[src/rtl/imem_dmem_arbiter_pkg.sv]
// Shared state and owner encodings for the IF/MA unified-memory arbiter.
package imem_dmem_arbiter_pkg;

    typedef logic [1:0] state_t;

    localparam state_t ST_IDLE  = 2'd0;
    localparam state_t ST_ISSUE = 2'd1;
    localparam state_t ST_DONE  = 2'd2;

    localparam logic OWNER_IF = 1'b0;
    localparam logic OWNER_MA = 1'b1;

    // Width of a counter that must hold every value from 0 to max_val.
    function automatic int unsigned cnt_width(input int unsigned max_val);
        return (max_val < 1) ? 1 : $clog2(max_val + 1);
    endfunction

endpackage

[src/rtl/imem_dmem_arbiter_mem_arb_pick.sv]
// Combinational winner select: MA by default, IF once it has been passed over STARVE_MAX times.
module mem_arb_pick
    import imem_dmem_arbiter_pkg::*;
#(
    parameter int unsigned STARVE_MAX = 4,
    parameter int unsigned SW         = cnt_width(STARVE_MAX)
) (
    input  logic          i_if_req,
    input  logic          i_ma_req,
    input  logic [SW-1:0] i_starve_cnt,
    output logic          o_grant,
    output logic          o_owner
);

    logic w_if_starved;

    assign w_if_starved = i_if_req && (i_starve_cnt == SW'(STARVE_MAX));

    always_comb begin
        o_grant = i_if_req | i_ma_req;
        o_owner = OWNER_IF;
        if (i_ma_req && !w_if_starved) begin
            o_owner = OWNER_MA;
        end
    end

endmodule

[src/rtl/imem_dmem_arbiter.sv]
// Shares one single-port memory between instruction fetch and data access.
// IDLE arbitrates, ISSUE holds the latched request on the bus, DONE pulses the owner's ack.
module imem_dmem_arbiter
    import imem_dmem_arbiter_pkg::*;
#(
    parameter int unsigned ADDR_W     = 32,
    parameter int unsigned DATA_W     = 32,
    parameter int unsigned STARVE_MAX = 4,
    parameter int unsigned TIMEOUT    = 15
) (
    input  logic                  clk1,
    input  logic                  rst,
    input  logic                  if_req,
    input  logic [ADDR_W-1:0]     if_addr,
    output logic [DATA_W-1:0]     if_rdata,
    output logic                  if_ack,
    input  logic                  flush,
    input  logic                  ma_req,
    input  logic                  ma_we,
    input  logic [DATA_W/8-1:0]   ma_be,
    input  logic [ADDR_W-1:0]     ma_addr,
    input  logic [DATA_W-1:0]     ma_wdata,
    output logic [DATA_W-1:0]     ma_rdata,
    output logic                  ma_ack,
    output logic                  mem_req,
    output logic                  mem_we,
    output logic [DATA_W/8-1:0]   mem_be,
    output logic [ADDR_W-1:0]     mem_addr,
    output logic [DATA_W-1:0]     mem_wdata,
    input  logic [DATA_W-1:0]     mem_rdata,
    input  logic                  mem_ready,
    output logic                  stall_if,
    output logic                  stall_ma,
    output logic                  bus_err
);

    localparam int unsigned SW = cnt_width(STARVE_MAX);
    localparam int unsigned TW = cnt_width(TIMEOUT);

    state_t                r_state;
    logic                  r_owner;
    logic [ADDR_W-1:0]     r_addr;
    logic                  r_we;
    logic [DATA_W/8-1:0]   r_be;
    logic [DATA_W-1:0]     r_wdata;
    logic [SW-1:0]         r_starve;
    logic [TW-1:0]         r_tcnt;
    logic                  r_killed;
    logic                  r_bus_err;
    logic [DATA_W-1:0]     r_if_buf;
    logic [DATA_W-1:0]     r_if_rdata;
    logic [DATA_W-1:0]     r_ma_rdata;

    logic                  w_grant;
    logic                  w_owner;
    logic                  w_issue;
    logic                  w_done;
    logic                  w_tmo;
    logic                  w_if_ack;

    mem_arb_pick #(
        .STARVE_MAX (STARVE_MAX),
        .SW         (SW)
    ) u_pick (
        .i_if_req     (if_req),
        .i_ma_req     (ma_req),
        .i_starve_cnt (r_starve),
        .o_grant      (w_grant),
        .o_owner      (w_owner)
    );

    assign w_issue = (r_state == ST_ISSUE);
    assign w_done  = (r_state == ST_DONE);
    // Terminal ISSUE cycle: the counter would reach TIMEOUT at this edge.
    assign w_tmo   = w_issue && !mem_ready && (r_tcnt == TW'(TIMEOUT - 1));

    // A flush arriving in DONE still kills the fetch, so ack and data are gated here.
    assign w_if_ack = w_done && (r_owner == OWNER_IF) && !r_killed && !flush;

    assign if_ack    = w_if_ack;
    assign if_rdata  = w_if_ack ? r_if_buf : r_if_rdata;
    assign ma_ack    = w_done && (r_owner == OWNER_MA);
    assign ma_rdata  = r_ma_rdata;

    assign mem_req   = w_issue;
    assign mem_we    = w_issue && r_we;
    assign mem_be    = r_be;
    assign mem_addr  = r_addr;
    assign mem_wdata = r_wdata;

    assign stall_if  = if_req & ~if_ack;
    assign stall_ma  = ma_req & ~ma_ack;
    assign bus_err   = r_bus_err;

    always_ff @(posedge clk1 or negedge rst) begin
        if (!rst) begin
            r_state    <= ST_IDLE;
            r_owner    <= OWNER_IF;
            r_addr     <= '0;
            r_we       <= 1'b0;
            r_be       <= '0;
            r_wdata    <= '0;
            r_starve   <= '0;
            r_tcnt     <= '0;
            r_killed   <= 1'b0;
            r_bus_err  <= 1'b0;
            r_if_buf   <= '0;
            r_if_rdata <= '0;
            r_ma_rdata <= '0;
        end else begin
            case (r_state)
                ST_IDLE: begin
                    if (w_grant) begin
                        r_state  <= ST_ISSUE;
                        r_owner  <= w_owner;
                        r_tcnt   <= '0;
                        r_killed <= 1'b0;
                        if (w_owner == OWNER_IF) begin
                            r_addr   <= if_addr;
                            r_we     <= 1'b0;
                            r_be     <= '1;
                            r_wdata  <= '0;
                            r_starve <= '0;
                        end else begin
                            r_addr  <= ma_addr;
                            r_we    <= ma_we;
                            r_be    <= ma_be;
                            r_wdata <= ma_wdata;
                            if (!if_req) begin
                                r_starve <= '0;
                            end else if (r_starve != SW'(STARVE_MAX)) begin
                                r_starve <= r_starve + 1'b1;
                            end
                        end
                    end
                end
                ST_ISSUE: begin
                    r_tcnt <= r_tcnt + 1'b1;
                    if (flush && (r_owner == OWNER_IF)) begin
                        r_killed <= 1'b1;
                    end
                    if (mem_ready) begin
                        r_state <= ST_DONE;
                        if (r_owner == OWNER_IF) begin
                            r_if_buf <= mem_rdata;
                        end else if (!r_we) begin
                            r_ma_rdata <= mem_rdata;
                        end
                    end else if (w_tmo) begin
                        r_state   <= ST_DONE;
                        r_bus_err <= 1'b1;
                        if (r_owner == OWNER_IF) begin
                            r_if_buf <= '0;
                        end else begin
                            r_ma_rdata <= '0;
                        end
                    end
                end
                ST_DONE: begin
                    r_state <= ST_IDLE;
                    if (w_if_ack) begin
                        r_if_rdata <= r_if_buf;
                    end
                end
                default: begin
                    r_state <= ST_IDLE;
                end
            endcase
        end
    end

endmodule
[config.mk]
export PLATFORM = sky130hd
export DESIGN_NAME = imem_dmem_arbiter
export DESIGN_NICKNAME = d
export VERILOG_FILES = /design/src/rtl/imem_dmem_arbiter_pkg.sv /design/src/rtl/imem_dmem_arbiter_mem_arb_pick.sv /design/src/rtl/imem_dmem_arbiter.sv
export SDC_FILE = /design/constraint.sdc
export NUM_CORES = 1
export LEC_CHECK = 0
export CAP_MARGIN = 20
export CORE_UTILIZATION = 40
export DETAILED_ROUTE_END_ITERATION = 6
export PLACE_DENSITY_LB_ADDON = 0.05
export SLEW_MARGIN = 40
export SYNTH_ARGS = -nofsm -noshare
export SYNTH_HDL_FRONTEND = slang
export SYNTH_SLANG_ARGS = --single-unit
[constraint.sdc]
create_clock -name clk1 -period 2.6 [get_ports clk1]
set_clock_uncertainty 0.1 [all_clocks]
set_input_delay 0.39 -clock clk1 [delete_from_list [all_inputs] [get_ports clk1]]
set_output_delay 0.39 -clock clk1 [all_outputs]
set_load 0.01 [all_outputs]
Word level (Yosys, flattened, before mapping)
Index checks and enable logic that the tools add are counted.
W data, S select, Z words.

operators by class
  $add $sub $neg = 2
  eq/ne operators = 10
  multiplexer cells = 27
  bitwise gates (word level) = 7
  reduce and logical (&&, ||, !) cells = 25

operators with widths
  cell                   count
  $mux W32               12
  $reduce_and A3 Y1      4
  $logic_and A1 B1 Y1    10
  $mux W3                3
  $mux W4                2
  $pmux W4 S2            1
  $mux W2                3
  $ne A3 B2 Y1 const B   2
  $reduce_and A2 Y1      3
  $add A4 B1 Y4 const B  1
  $eq A4 B4 Y1 const B   1
  $logic_not A1 Y1       4
  $mux W1                4
  $ne A2 B1 Y1 const B   2
  $not A1 Y1             4
  $pmux W2 S2            1
  $reduce_and A4 Y1      1
  $reduce_bool A2 Y1     2
  $add A3 B1 Y3 const B  1
  $eq A3 B3 Y1 const B   1
  $ne A3 B3 Y1 const B   1
  $and A1 B1 Y1          2
  $eq A2 B1 Y1 const B   1
  $eq A2 B2 Y1 const B   1
  4 further kinds        4

storage, ports and cells
  register bits = 177
  input bits = 139
  output and inout bits = 139
  logic and storage cells = 84

Longest topological paths before layout
  depth in word-level cells = 7
  gate-level depth with buffers = 7
  depth with buffers taken out = 5

Modules after synthesis
Synthesis repeated with hierarchy kept, for this count alone.

unflattened totals
  cell total of the unflattened synthesis = 725
  area, all modules = 8023.9 sq um

by module, submodules not included
  module             times used  cells each  area each (sq um)  seq. area each (sq um)
  imem_dmem_arbiter  1           722         8005.2             4429.2
  mem_arb_pick       1           3           18.8               0.0

Worst setup path after synthesis
No wires, ideal clock.

  path type = register -> output
  from = register r_state[0]
  to = output if_rdata[0]
  arrival time = 1.614 ns
  data required time = 2.110 ns
  slack = 0.496 ns
  stages on the path, launching flop included = 7
  path buffers = 3
  cells stage by stage = dfrtp_1 -> buf_4 -> nand2b_1 -> nor4_2 -> buf_2 -> buf_4 -> mux2_2

on the way
  cells in the longest elaborated chain, start to end = 5

ends and longest elaborated chain
  element                           line                      text
  start: declaration                imem_dmem_arbiter.sv:40   state_t r_state;
  start signal: assignment          imem_dmem_arbiter.sv:97   r_state <= ST_IDLE;
  start signal: assignment          imem_dmem_arbiter.sv:114  r_state <= ST_ISSUE;
  start signal: assignment          imem_dmem_arbiter.sv:143  r_state <= ST_DONE;
  $eq A2 B2 Y1                      imem_dmem_arbiter.sv:73   assign w_done = (r_state == ST_DONE);
  $logic_and A1 B1 Y1 (3 in a row)  imem_dmem_arbiter.sv:78   assign w_if_ack = w_done && (r_owner == OWNER_IF) && !r_killed && !flush;
  $mux W32                          --
  end: declaration                  imem_dmem_arbiter.sv:15   output logic [DATA_W-1:0] if_rdata,

No other way between the ends.

Worst setup path in the final report
  from = register r_owner
  to = output if_rdata[2]

on the way
  cells in the longest elaborated chain, start to end = 5

ends and longest elaborated chain
  element                           line                      text
  start: declaration                imem_dmem_arbiter.sv:41   logic r_owner;
  start signal: assignment          imem_dmem_arbiter.sv:115  r_owner <= w_owner;
  $not A1 Y1 (no line)              --
  $logic_and A1 B1 Y1 (3 in a row)  imem_dmem_arbiter.sv:78
  $mux W32                          --

No other way between the ends.

==> out/results.tsv <==
stage	metric	value	unit
yosys	sequential fraction of the synthesis area	0.531	
drt	DRC viols	0	
yosys	synthesized net count	885	
grt	first-pass GRT wire length	39600	microns
power_and_ir_drop	NetSw	0.00481	W
drt	post-route antenna net violation count	0	
sta	RSZ-0062 raised after global routing	false	
power_and_ir_drop	Pint	0.00911	W
grt	initial antenna violation count	0	
die	DIE WIDTH	146	microns
power_and_ir_drop	Gate power share	0.460	
drt	total wire length	25000	microns
grt	Tot GR Track Use	0.234	
clocking	Reg clk slew, reported paths	0.07	ns
yosys	Yosys reg bits	177	
critical_path	Top cell by count, worst path	buf_6	
critical_path	CP Data Required Time	2.11	ns
drt	routed vias	7200	
critical_path	critical path fanouts, max	6	
clocking	Clock H-tree levels	4	
die	Site Rows	52	
sta	final hold vios	0	
power_and_ir_drop	peak supply drop	0.000599	V
drt	Starting DRT DRC Count	369	
grt	grt met2 use	0.389	
clocking	worst skew pair latency	0.42	ns
power_and_ir_drop	total power	0.0139	W
yosys	Synth cell types	37	
power_and_ir_drop	Net Sw Frac	0.346	
yosys	Post-synth ARST share	1.00	
clocking	CTS Sinks	177	
power_and_ir_drop	pwr dens	1140	nW/um^2
power_and_ir_drop	Leakage	5.27	nW
sta	Final Setup Violations	0	
cells_and_area	Non-Filler Instances	1293	
clocking	CTS buffer count	17	
placed_design	Placed Cells	1243	
yosys	yosys warns	0	
yosys	Synth area leaders	dfrtp_1, mux2_2, nand3_1, o211a_1, a22o_1	
die	initial core utilization	0.410	
critical_path	CP cell instances	nor4_4 -> buf_6 -> buf_6 -> buf_12 -> mux2_4 -> buf_2	
flow_run	max-cap violation count	0	
sta	fin. max-slew vios	0	
clocking	CTS root buf	clkbuf_16	
sta	max frequency	0.395	GHz
critical_path	critical path endpoint category	primary output	
cells_and_area	layout cells sized above 1	0.187	
status	status	complete, no violations	
critical_path	crit path DAT	2.04	ns
critical_path	slowest CP cell	dfrtp_1	
sta	Tcrit/Tclk final	0.975	
cells_and_area	Layout area overhead	46.7	%
power_and_ir_drop	Clock Power Share	0.188	
worst_hold_path	Worst Hold Class	input port to asynchronous set/reset pin	
die	die height	146	microns
grt	pin count of the biggest net entering global routing	74	
placed_design	routability cong.	0.807	
drt	Routed wire per std cell	19.3	microns
yosys	Syn Area/Cell	11.3	sq um
yosys	post-synth top area cell	dfrtp_1	
cells_and_area	Nets	1153	
critical_path	CP startpoint kind	flip-flop	
clocking	Clock Tree Buf Depth	2	
cells_and_area	Sequential cell area	4430	sq um
cells_and_area	fillcell total	1644	
cells_and_area	Multi-input gate area	3480	sq um
grt	gr busiest metal	met2	
sta	Period minus WS final	2.53	ns
drt	Detailed Routing Iterations Pass 1	5	
sta	relative slew slack	0.569	
sta	Slew @ Worst Pin	0.646	ns
critical_path	Max stage delay on crit path	0.42	ns
power_and_ir_drop	Reg power frac	0.352	
yosys	Mapped Cells	742	
yosys	Top FF cell, synth	dfrtp_1	
die	# IOs	278	
yosys	number of synthesized flops with an enable pin	0	
cells_and_area	number of diodes	0	
drt	Avg Vias per Cell	5.57	
grt	total gr overflow	0	
clocking	CTS tree	built	
placed_design	Port Buf Inserts	277	
grt	met3 GRT Util	0.0600	
grt	met1 global-route usage	0.302	
grt	vias in the first global route	7227	
die	area of the die	21500	sq um
critical_path	critical path type	flip-flop to primary output	
die	core area	20400	sq um
placed_design	DP Wirelength	16100	microns
critical_path	internal reg-to-reg setup slack	0.58	ns
yosys	post-synthesis cell area	8350	sq um
yosys	top cell type's share of synthesized area	0.531	
## cells in the mapped netlist, types with 4 or more instances
library cell,count
ha_1,4
clkbuf_1,51
buf_4,6
nand4_1,32
a2bb2oi_1,4
nand3_1,68
mux2_2,67
o211ai_1,32
o21ai_0,37
and2_1,4
a211o_1,32
buf_1,8
a22o_1,36
nor3_1,36
o211a_1,32
buf_6,5
dfrtp_1,177
nor2_1,5
buf_2,10
o2bb2ai_1,34
inv_1,38
## layout by cell type (no fill, tap or decap), types with 3 or more instances in the layout
cell / Yosys / final
o21ai_0: 37 / 37
a2bb2oi_1: 4 / 4
buf_2: 10 / 20
inv_1: 38 / 38
nor3_1: 36 / 36
buf_6: 5 / 15
buf_4: 6 / 36
a211o_1: 32 / 32
a22o_1: 36 / 36
and2_1: 4 / 4
buf_12: 0 / 8
clkinv_4: 0 / 3
inv_6: 0 / 5
o211a_1: 32 / 32
clkbuf_16: 0 / 17
o211ai_1: 32 / 32
nand3_1: 68 / 68
dfrtp_1: 177 / 177
nand4_1: 32 / 32
clkdlybuf4s50_1: 0 / 242
ha_1: 4 / 4
mux2_2: 67 / 56
nand2_1: 3 / 3
o2bb2ai_1: 34 / 34
mux2_4: 0 / 11
nor2_1: 5 / 4
## power groups by stage
stage          Clock, W  Combinational, W  Sequential, W
6_report        0.00262           0.00641        0.00490
5_1_grt         0.00278           0.00690        0.00507
4_1_cts         0.00268           0.00650        0.00489
3_5_place_dp          0           0.00645        0.00489
3_3_place_gp          0           0.00633        0.00484
2_1_floorplan         0           0.00300        0.00508
## logic make-up (layout without fill, tap and decap cells)
family,after synthesis,after routing,share of synthesized area
AO/OA/AOI/OAI,213,213,0.206
flip-flops,177,177,0.531
AND/OR/NAND/NOR,163,163,0.106
buffers and inverters,118,399,0.0618
multiplexers,67,67,0.0904
adder cells (fa/ha/maj),4,4,0.00600
## per-layer routing
layer  share of wire  vias up  wire length, microns
met3           0.071       21                  1770
met5               0        -                     0
met2            0.49      236                 12300
met1            0.43     3621                 10700
li1                -     3322                     -
met4           0.011        0                   287
## state kept, by name (all words and copies together) (netlist names)
name,cells
ma_rdata,32
r_state,2
r_owner,1
r_tcnt,4
r_we,1
mem_wdata,32
r_killed,1
mem_be,4
mem_addr,32
r_starve,3
bus_err,1
r_if_rdata,32
r_if_buf,32
## final cells by class
cell class,instances,share of cell area
clock inverters,12,0.0118
multi-input cells,447,0.284
clock buffers,20,0.0373
repair buffers,329,0.266
inverters,38,0.0116
well taps,270,0.0276
flip-flops and latches,177,0.362
## worst max-delay path, delay by kind of cell (launching register included)
kind	cells	cell delay (ns)
DFF	1	0.42
and+or+nand+nor	1	0.34
buffers and inverters	4	0.55
muxes	1	0.31
## path summary, 6_finish.rpt
path                       startpoint  cells after the start              to
setup / recovery              r_owner                      6     if_rdata[2]
hold / removal                    rst                      2  r_if_rdata[10]
setup reg to reg           r_state[1]                      5     r_if_buf[6]
hold reg to reg               bus_err                      1         bus_err
max in group asynchronous         rst                      3    mem_wdata[0]
min in group clk1             bus_err                      1         bus_err
## metrics by stage
stage | worst slack, ns | TNS, ns | util | cell area [sq um] | hold slack (ns)
2_1_floorplan | 0.496 | 0 | - | 8350 | -0.00559
3_3_place_gp | -0.216 | -6.59 | 0.562 | 11400 | 0.250
3_5_place_dp | -0.266 | -7.81 | 0.562 | 11400 | 0.256
4_1_cts | -0.0477 | -0.280 | 0.604 | 12300 | 0.366
5_1_grt | 0.00405 | 0 | 0.602 | 12300 | 0.391
6_report | 0.0661 | 0 | 0.602 | 12300 | 0.373
## repair_timing
action                                  4_1_cts  5_1_grt
resized for setup                           159        2
setup buffers                                14        0
endpoints found under the setup margin       33       32
cloned                                        5        0
hold endpoints to repair                     45        0
hold buffers                                  1        0
pin swaps                                     1        1
Power figures use the tool's default switching activity.
